==> src/rtl/vga_fb_arbiter_if.sv <==
// Purpose: draw-request handshake plus single-port framebuffer RAM bus.
// Latency: none, wiring only; RAM read data arrives one cycle after mem_addr.
// Backpressure: draw_valid/draw_ready handshake, a push happens when both are high.
interface vga_fb_arbiter_if #(
    parameter int AW = 17,
    parameter int DW = 8
);
    logic          draw_valid;
    logic [AW-1:0] draw_addr;
    logic [DW-1:0] draw_data;
    logic          draw_ready;
    logic [DW-1:0] mem_rdata;
    logic [AW-1:0] mem_addr;
    logic [DW-1:0] mem_wdata;
    logic          mem_we;

    // master: the environment side (drawing engine and the RAM itself)
    modport master (
        output draw_valid, draw_addr, draw_data, mem_rdata,
        input  draw_ready, mem_addr, mem_wdata, mem_we
    );

    // slave: the arbiter
    modport slave (
        input  draw_valid, draw_addr, draw_data, mem_rdata,
        output draw_ready, mem_addr, mem_wdata, mem_we
    );
endinterface

==> src/rtl/vga_fb_arbiter.sv <==
// Purpose: shares one single-port framebuffer RAM between VGA scan-out fetches and queued draw writes.
// Latency: fetch data reaches pix_data two cycles after its slot; a queued write can reach RAM the cycle after its push.
// Backpressure: draw_ready drops while the 4-entry write FIFO is full; scan-out fetches always win the RAM.

// Small synchronous FIFO; the caller guarantees no push when full and no pop when empty.
module vga_fb_wr_fifo #(
    parameter int W          = 25,
    parameter int DEPTH_LOG2 = 2
) (
    input  logic                clk,
    input  logic                reset,
    input  logic                push,
    input  logic [W-1:0]        push_dat,
    input  logic                pop,
    output logic [W-1:0]        head_dat,
    output logic [DEPTH_LOG2:0] level
);
    logic [W-1:0]          mem [2**DEPTH_LOG2];
    logic [DEPTH_LOG2-1:0] wr_ptr;
    logic [DEPTH_LOG2-1:0] rd_ptr;

    // entry storage, no reset needed since level gates every read
    always_ff @(posedge clk) begin
        if (push) begin
            mem[wr_ptr] <= push_dat;
        end
    end

    // pointers wrap naturally; push and pop together leave the level unchanged
    always_ff @(posedge clk) begin
        if (reset) begin
            wr_ptr <= '0;
            rd_ptr <= '0;
            level  <= '0;
        end else begin
            if (push) begin
                wr_ptr <= wr_ptr + 1'b1;
            end
            if (pop) begin
                rd_ptr <= rd_ptr + 1'b1;
            end
            unique case ({push, pop})
                2'b10:   level <= level + 1'b1;
                2'b01:   level <= level - 1'b1;
                default: level <= level;
            endcase
        end
    end

    assign head_dat = mem[rd_ptr];
endmodule

module vga_fb_arbiter #(
    parameter int FB_W = 320,
    parameter int FB_H = 240,
    parameter int DW   = 8,
    parameter int AW   = 17
) (
    input  logic                 clk,
    input  logic                 reset,
    input  logic [9:0]           x,
    input  logic [9:0]           y,
    input  logic                 video_on,
    vga_fb_arbiter_if.slave      bus,
    output logic [DW-1:0]        pix_data,
    output logic [2:0]           fifo_level,
    output logic                 draw_err
);
    localparam int FB_SIZE = FB_W * FB_H;

    logic [10:0]   tx_sum;
    logic [10:0]   tx_wrap;
    logic [9:0]    tx;
    logic [9:0]    ty;
    logic          fetch;
    logic [AW-1:0] fetch_addr;
    logic          fetch_d;
    logic [DW-1:0] pix_reg;
    logic          push;
    logic          pop;
    logic [AW-1:0] head_addr;
    logic [DW-1:0] head_data;
    logic          head_ok;

    // look two pixels ahead so RAM latency plus the pixel register land on time;
    // the last two columns of a line already aim at the next line
    always_comb begin
        tx_sum  = {1'b0, x} + 11'd2;
        tx_wrap = (tx_sum >= 11'd800) ? (tx_sum - 11'd800) : tx_sum;
        tx      = tx_wrap[9:0];
        if (x < 10'd798) begin
            ty = y;
        end else if (y >= 10'd524) begin
            ty = '0;
        end else begin
            ty = y + 10'd1;
        end
        fetch      = ~tx[0] && (tx < 10'd640) && (ty < 10'd480);
        fetch_addr = AW'(ty[9:1]) * AW'(FB_W) + AW'(tx[9:1]);
    end

    // one stored pixel covers two screen columns, so one fetch per even tx is enough
    assign push    = bus.draw_valid && (fifo_level < 3'd4);
    assign pop     = !reset && !fetch && (fifo_level != 3'd0);
    assign head_ok = head_addr < AW'(FB_SIZE);

    vga_fb_wr_fifo #(
        .W          (AW + DW),
        .DEPTH_LOG2 (2)
    ) u_wr_fifo (
        .clk      (clk),
        .reset    (reset),
        .push     (push),
        .push_dat ({bus.draw_addr, bus.draw_data}),
        .pop      (pop),
        .head_dat ({head_addr, head_data}),
        .level    (fifo_level)
    );

    // ready reflects only the registered level, never a same-cycle pop
    assign bus.draw_ready = reset || (fifo_level < 3'd4);

    // RAM port mux: fetch address has priority, then the FIFO head, else park at zero
    always_comb begin
        bus.mem_we    = 1'b0;
        bus.mem_addr  = '0;
        bus.mem_wdata = '0;
        if (fetch) begin
            bus.mem_addr = fetch_addr;
        end else if (pop && head_ok) begin
            bus.mem_we    = 1'b1;
            bus.mem_addr  = head_addr;
            bus.mem_wdata = head_data;
        end
    end

    // capture RAM data one cycle after each fetch slot
    always_ff @(posedge clk) begin
        if (reset) begin
            fetch_d <= 1'b0;
            pix_reg <= '0;
        end else begin
            fetch_d <= fetch;
            if (fetch_d) begin
                pix_reg <= bus.mem_rdata;
            end
        end
    end

    // out-of-range writes are dropped but remembered until reset
    always_ff @(posedge clk) begin
        if (reset) begin
            draw_err <= 1'b0;
        end else if (pop && !head_ok) begin
            draw_err <= 1'b1;
        end
    end

    assign pix_data = video_on ? pix_reg : '0;
endmodule

==> src/flat_wrapper.sv <==
// flat-port wrapper written by rule: the top's interface ports become plain ports
module vga_fb_arbiter_flat 
#(
    parameter int FB_W = 320,
    parameter int FB_H = 240,
    parameter int DW   = 8,
    parameter int AW   = 17
)
  (clk, reset, x, y, video_on, pix_data, fifo_level, draw_err, bus_draw_valid, bus_draw_addr, bus_draw_data, bus_mem_rdata, bus_draw_ready, bus_mem_addr, bus_mem_wdata, bus_mem_we);
  vga_fb_arbiter_if #(.AW(AW), .DW(DW)) bus_i ();
  input  logic clk;
  input  logic reset;
  input  logic [9:0] x;
  input  logic [9:0] y;
  input  logic video_on;
  output logic [DW-1:0] pix_data;
  output logic [2:0] fifo_level;
  output logic draw_err;
  input wire logic [$bits(bus_i.draw_valid)-1:0] bus_draw_valid;
  input wire logic [$bits(bus_i.draw_addr)-1:0] bus_draw_addr;
  input wire logic [$bits(bus_i.draw_data)-1:0] bus_draw_data;
  input wire logic [$bits(bus_i.mem_rdata)-1:0] bus_mem_rdata;
  output wire logic [$bits(bus_i.draw_ready)-1:0] bus_draw_ready;
  output wire logic [$bits(bus_i.mem_addr)-1:0] bus_mem_addr;
  output wire logic [$bits(bus_i.mem_wdata)-1:0] bus_mem_wdata;
  output wire logic [$bits(bus_i.mem_we)-1:0] bus_mem_we;
  assign bus_i.draw_valid = bus_draw_valid;
  assign bus_i.draw_addr = bus_draw_addr;
  assign bus_i.draw_data = bus_draw_data;
  assign bus_i.mem_rdata = bus_mem_rdata;
  assign bus_draw_ready = bus_i.draw_ready;
  assign bus_mem_addr = bus_i.mem_addr;
  assign bus_mem_wdata = bus_i.mem_wdata;
  assign bus_mem_we = bus_i.mem_we;
  vga_fb_arbiter #(.FB_W(FB_W), .FB_H(FB_H), .DW(DW), .AW(AW)) u_core (.clk(clk), .reset(reset), .x(x), .y(y), .video_on(video_on), .bus(bus_i), .pix_data(pix_data), .fifo_level(fifo_level), .draw_err(draw_err));
endmodule
==> config.mk <==
export PLATFORM = sky130hd
export DESIGN_NAME = vga_fb_arbiter_flat
export DESIGN_NICKNAME = d
export VERILOG_FILES = /design/src/rtl/vga_fb_arbiter_if.sv /design/src/rtl/vga_fb_arbiter.sv /design/src/flat_wrapper.sv
export SDC_FILE = /design/constraint.sdc
export NUM_CORES = 1
export LEC_CHECK = 0
export ABC_AREA = 1
export ABC_CLOCK_PERIOD_IN_PS = 5800
export BUFFER_PORTS_ARGS = -buffer_cell sky130_fd_sc_hd__buf_2
export CORE_MARGIN = 5
export CORE_UTILIZATION = 35
export DETAILED_ROUTE_END_ITERATION = 10
export GPL_TIMING_DRIVEN = 0
export HOLD_SLACK_MARGIN = 0.15
export SKIP_LAST_GASP = 1
export SLEW_MARGIN = 15
export SYNTH_ARGS = -nofsm -noshare
export SYNTH_HDL_FRONTEND = slang
export SYNTH_SLANG_ARGS = --single-unit
==> constraint.sdc <==
create_clock -name clk -period 5.8 [get_ports clk]
set_input_delay 0.58 -clock clk [delete_from_list [all_inputs] [get_ports clk]]
set_output_delay 0.58 -clock clk [all_outputs]
set_load 0.01 [all_outputs]
# Word level (Yosys, flattened, before mapping)
# Memories as Yosys holds them, arrays and structs flattened. A register that Yosys moved wholly into a read port is not among the register bits.
# Index checks and enable logic that the tools add are counted.
[word_totals]
n_memories = 1
elab_cells = 54
ram_bits = 100
inputBits = 57
out_inout_bits = 39
register_bits = 17
[op_classes]
mux = 15
n_mul = 1
n_lt_le_gt_ge = 7
bitwise = 1
n_eq_ne = 2
addsub = 8
reduce_logical = 13
[mem_list]
columns = ["name", "words", "word_bits", "rd", "rd_clocked_by_memory_dff", "write_ports", "line", "source"]
rows = [
  ["u_core.u_wr_fifo.mem", 4, 25, 1, 1, 1, "vga_fb_arbiter.sv:18", "logic [W-1:0] mem [2**DEPTH_LOG2];"],
]
[ops]
columns = ["op", "n"]
rows = [
  ["$mux 17", 2],
  ["$mux 10", 3],
  ["$mux 8", 3],
  ["$lt 10x10->1 const B", 2],
  ["$add 17x9->17", 1],
  ["$lt 17x17->1 const B", 1],
  ["$add 10x2->11 const B", 1],
  ["$ge 11x10->1 const B", 1],
  ["$mul 9x3->11 const B", 1],
  ["$add 10x1->10 const B", 1],
  ["$ge 10x10->1 const B", 1],
  ["$lt 10x9->1 const B", 1],
  ["$sub 10x10->10 const B", 1],
  ["$logic_and 1x1->1", 7],
  ["$pmux 3 s2", 1],
  ["$add 2x1->2 const B", 2],
  ["$mux 1", 4],
  ["$mux 2", 2],
  ["$add 3x1->3 const B", 1],
  ["$logic_not 1->1", 3],
  ["$lt 3x3->1 const B", 1],
  ["$reduce_bool 3->1", 1],
  ["$sub 3x1->3 const B", 1],
  ["$eq 2x1->1 const B", 1],
  ["4 further kinds", 4],
]

# Logic depth before layout (Yosys ltp)
[logic_depth]
word_depth = 12
mapped_depth = 27
depth_no_buf = 26

# By module
# Synthesis repeated with hierarchy kept, for this count alone.
[unflattened]
hier_cells = 693
area_unflattened_um2 = 6492.5
[modules_own_cells]
columns = ["mod", "area_per_inst_um2", "seq_area_each_um2", "cells_per_inst", "instances"]
rows = [
  ["vga_fb_wr_fifo", 4247.8, 3183.1, 298, 1],
  ["vga_fb_arbiter", 2244.7, 200.2, 395, 1],
]

# Worst setup path after synthesis
# No wires, ideal clock.
[synth_path]
kind = "input port to output port"
from = "input x[4]"
to = "output bus_mem_addr[16]"
cell_stages = 15
t_arrival_ns = 3.539
required_ns = 5.220
path_buffers = 0
setup_slack_ns = 1.681
path_cell_list = "nand4_1 a31oi_1 inv_1 nor2_1 o22ai_1 a21oi_1 ha_1 ha_1 fa_1 xor2_1 nand3_1 nor3_1 nand3_1 xnor2_1 o21ai_0"
[synth_via]
elab_chain_len = 12
word_cells_on_any_way = 19
cone_classes = "add/sub: 3; mul: 1; order compare: 4; mux: 4; bitwise: 1; reduce/logical: 6"
[synth_rtl]
columns = ["element", "line", "source"]
rows = [
  ["start, declared", "flat_wrapper.sv:13", "input logic [9:0] x;"],
  ["parallel branches: the longest is 11 deep, another holds $add 17x9->17", "n/a", ""],
  ["$mux 17 (*)", "vga_fb_arbiter.sv:128", "if (fetch) begin"],
  ["end, declared", "flat_wrapper.sv:24", "output wire logic [$bits(bus_i.mem_addr)-1:0] bus_mem_addr;"],
]
# Mark *: on every way between the ends.

# Worst setup path after layout
[layout_path]
from = "input x[1]"
to = "output bus_mem_addr[16]"
# The elaborated chain is that of the path after synthesis.

==> run summary <==
The initialized floorplan defines 48 standard-cell rows. The first global-routing pass estimated 22,800 um of wire. The post-CTS setup-driven buffer insertion count was 0. In this run switching power makes up 30.4% of total power. Dividing the final minimum period by the clock period gives 83.3%. The tools report the synthesized netlist net count as 751. Most frequent standard cell in the layout excluding fill and tap cells: nand2_1. In this run, distinct cell masters in the synthesized netlist total 36. The register with the most flip-flops in the layout has 100 of them. The xor and xnor area share after synthesis works out to 2.26%.

In this run the critical register-to-register path is captured at u_core.u_wr_fifo.level[2]. After Yosys synthesis, and, or, nand and nor cells account for 20.5% of the synthesized area. The run gives 25.0% as the portion of total power attributed to combinational logic. The per-cell routed wire length works out to 14.4 um. For this run, the number of Yosys warnings is 0. The synthesized design contains 119 register bits.

Leaving out fill and tap cells, the most frequent cells in the layout are nand2_1 (141), edfxtp_1 (100), buf_2 (98). The logs give 0.380 ns for the worst hold margin and 4 for the number of detailed-routing iterations run before antenna repair. TritonCTS created 17 clock buffers. The required time of the worst setup path is 5.22 ns. The final critical-path setup slack is 0.970 ns.

The run gives 3.22 ns as the reg-to-reg setup timing slack. The die covers 20,500 um^2. The via density per instance was 4.82; the static leakage was 3.39 nW.

The worst hold path belongs to the class in2reg. The initial utilization of the core area, before any placement, comes to 35.8%. The startpoint class of the critical path is an input pin.

The tools report the number of top-level pins as 96. The mapped netlist covers 6210 um^2. The core region is 17,400 um^2.

For the worst flop-to-flop path, the logic depth is 12. Across the routed clock network, the largest skew measured is 0.00597 ns. Global routing used 14.4% of the available tracks across all layers.

The largest voltage drop on the vdd net was 199 uV; the area growth from synthesis to layout was 24.2%. For this design the ratio of total power to cell area is 368 nW/um^2. Total congestion overflow: 0. The reported net switching power is 0.000861 W, and the placer's final routability congestion estimate is 0.876.

The headroom to the max-slew limit was 51.1%. The worst path buffer plus inverter count was 3; the maximum root-to-sink buffer count was 2. The flow ran to the end, and the final reports show no timing, DRC or antenna violations. For this block, the initial DRC count from the detailed router was 202.

Counting buffers and inverters, the worst setup path is 17 cells deep. The run gives 0 as the diode insertion count for antenna repair. The post-route netlist has 20.2% of its cells at a drive strength greater than 1.

The slowest stage of the critical path belongs to the cell fa_1. STA puts the critical path data arrival time at 4.25 ns. Averaged over all synthesized cells, the footprint is 9.37 um^2.

The count of cells resized by post-cts repair is 0. The internal portion of the total power is 0.00198 W. The synthesized netlist devotes 10.2% of its cell area to compound gates. For the number of global-route vias before repair, the log shows 4,589. The height of the die is 143 um.

The number of pins exceeding their max-slew limit in the final report was 0; the number of remaining DRC errors was 0. Wires add up to 14,700 um. Capture point of the critical path: bus_mem_addr[16]. Counting every instance in the synthesized netlist gives 663. The gate family responsible for the most delay along the worst path was adder cells. Entering global routing, the biggest net connects 25 pins. The clock slew seen by the registers of the worst setup and hold paths works out to 0.06 ns. The initial antenna violation count was 2; the sink count of the clock tree was 119.

The tools report the worst flop-to-flop path startpoint as u_core.u_wr_fifo.level[0]. The count of buffers added on input and output ports is 94. Timing would allow up to 207 MHz. Of the total power, the clock network draws 38.5%. In this design, the stage delay of the slowest critical-path cell is 0.40 ns. Of the total synthesized cell area, the portion taken by full adders, half adders and majority gates is 6.61%.

The hold violation count in the final report was 0; the portion of the post-synthesis area used by sequential elements was 54.5%. The tools report the count of final setup violators as 0. The category of the worst setup path capture point was an output pin. The run gives 0 ns as the setup total negative slack. The multiplexer area fraction after synthesis came out at 0%.

The final HPWL from detailed placement came out at 10,800 um. Worst setup path category: in2out. The number of hold-repair buffers added at the cts stage came out at 0.

The die span in x is 143 um, and the largest fanout on the critical path is 8. The insertion delay to the later sink of the worst-skew pair is 0.41 ns, and the count of H-tree levels built during CTS is 4. For the pin with the worst max-slew slack, the measured transition is 0.731 ns. TritonCTS built the clock tree. By area, the combinational part of the netlist is dominated by simple AND/OR/NAND/NOR gates. The tool flagged a number of max-cap violations equal to 0. Traced cell by cell, the critical path runs through buf_2 > nand4_1 > a31oi_1 > inv_1 > nor2_1 > o22ai_1 > a21oi_1 > ha_1 > ha_1 > fa_1 > xor2_1 > nand3_1 > nor3_1 > nand3_1 > xnor2_1 > o21ai_0 > buf_2. Setup repair after global routing left no endpoint under its margin.

The cell sitting at the root of the clock tree is a clkbuf_16. The most critical setup path has its startpoint at x[1]. Sequential share of power: 36.5%. The count of nets left with antenna violations once routing finished came out at 0. At the end of the flow, the number of nets in the layout was 868. The worst setup slack before clock tree synthesis was 0.952 ns; the count of vias placed by the detailed router was 4,903.

After layout, the design draws a total of 0.00284 W. The layout has 1,709 filler cells. After layout, the minimum clock period comes to 4.83 ns.
[synthesized netlist by cell type (all sizes together)]
library cell  instances  area, um^2
nand2               149         589
edfxtp              100        3000
nor2                 78         300
inv                  70         265
nand3                55         295
o21ai                48         244
a21oi                30         154
ha                   28         350
dfxtp                19         380
o22ai                14        87.6
clkbuf               13        48.8
xor2                 12         105
a32o                 10         100
buf                   9        57.6
nand4                 9        56.3
a31oi                 4        25.0
xnor2                 4        35.0
fa                    3        60.1
nor3                  2        10.0
o21bai                2        15.0
a21o                  1        7.51
nand3b                1        7.51
nor3b                 1        7.51
or2                   1        6.26
[layer usage]
metal / vias to the layer above / wire length [um] / track usage, %
met4: 4 / 242 / 4.81
li1: 2505 / - / -
met1: 2268 / 6690 / 18.3
met3: 21 / 615 / 3.35
met5: - / 21 / 0
met2: 105 / 7120 / 24.1
[power by group through the flow]
stage               clock network, W  logic [W]  registers (W)
CTS                          0.00111   0.000721        0.00104
floorplan                          0   0.000456        0.00105
detailed placement                 0   0.000718        0.00105
finish                       0.00109   0.000710        0.00104
global route                 0.00115   0.000799        0.00104
global placement                   0   0.000689        0.00106
[stage by stage]
stage | std cells | utilization (%) | cell area (um^2)
6_report | 1018 | 44.5 | 7720
5_1_grt | 1018 | 44.5 | 7720
4_1_cts | 1018 | 44.5 | 7720
3_5_place_dp | 986 | 40.8 | 7090
3_3_place_gp | 982 | 40.1 | 6960
2_1_floorplan | 663 | - | 6210
[worst reg2reg max path, delay by kind of cell, from the launching register on]
kind,cells,cell delay [ns]
adders and majority gates,2,0.52
and+or+nand+nor,1,0.11
DFF,1,0.33
AOI/OAI and AO/OA,5,1.10
buffers and inverters,4,0.42
[worst min-delay path by stage]
stage | slack (ns) | from | depth (start not counted) | end
after floorplan | 0.46 | u_core.u_wr_fifo.rd_ptr[1] | 2 | flip-flop
after global placement | 0.44 | u_core.draw_err | 2 | u_core.draw_err
after detailed placement | 0.45 | u_core.draw_err | 2 | u_core.draw_err
after CTS | 0.36 | bus_draw_data[5] | 1 | u_core.u_wr_fifo.mem[1][5]
after global routing | 0.36 | bus_draw_data[0] | 1 | u_core.u_wr_fifo.mem[0][0]
final | 0.38 | bus_draw_data[5] | 1 | u_core.u_wr_fifo.mem[3][5]
[cells by family after synthesis]
| logic type | after synthesis |
|---|---|
| AND/OR/NAND/NOR | 296 |
| flip-flops | 119 |
| AO/OA/AOI/OAI | 109 |
| buffers and inverters | 92 |
| adder cells (fa/ha/maj) | 31 |
| XOR/XNOR | 16 |
[area by class of cell]
| class | instances | area (um^2) | area share, % |
|---|---|---|---|
| clock buffer | 17 | 425 | 5.51 |
| buffer | 22 | 106 | 1.38 |
| timing repair buffer | 98 | 566 | 7.33 |
| sequential | 119 | 3380 | 43.8 |
| clock inverter | 15 | 203 | 2.63 |
| tap | 225 | 282 | 3.65 |
| inverter | 70 | 265 | 3.44 |
| multi-input combinational | 452 | 2490 | 32.2 |
No activity file was read; power rests on OpenSTA's default activity.
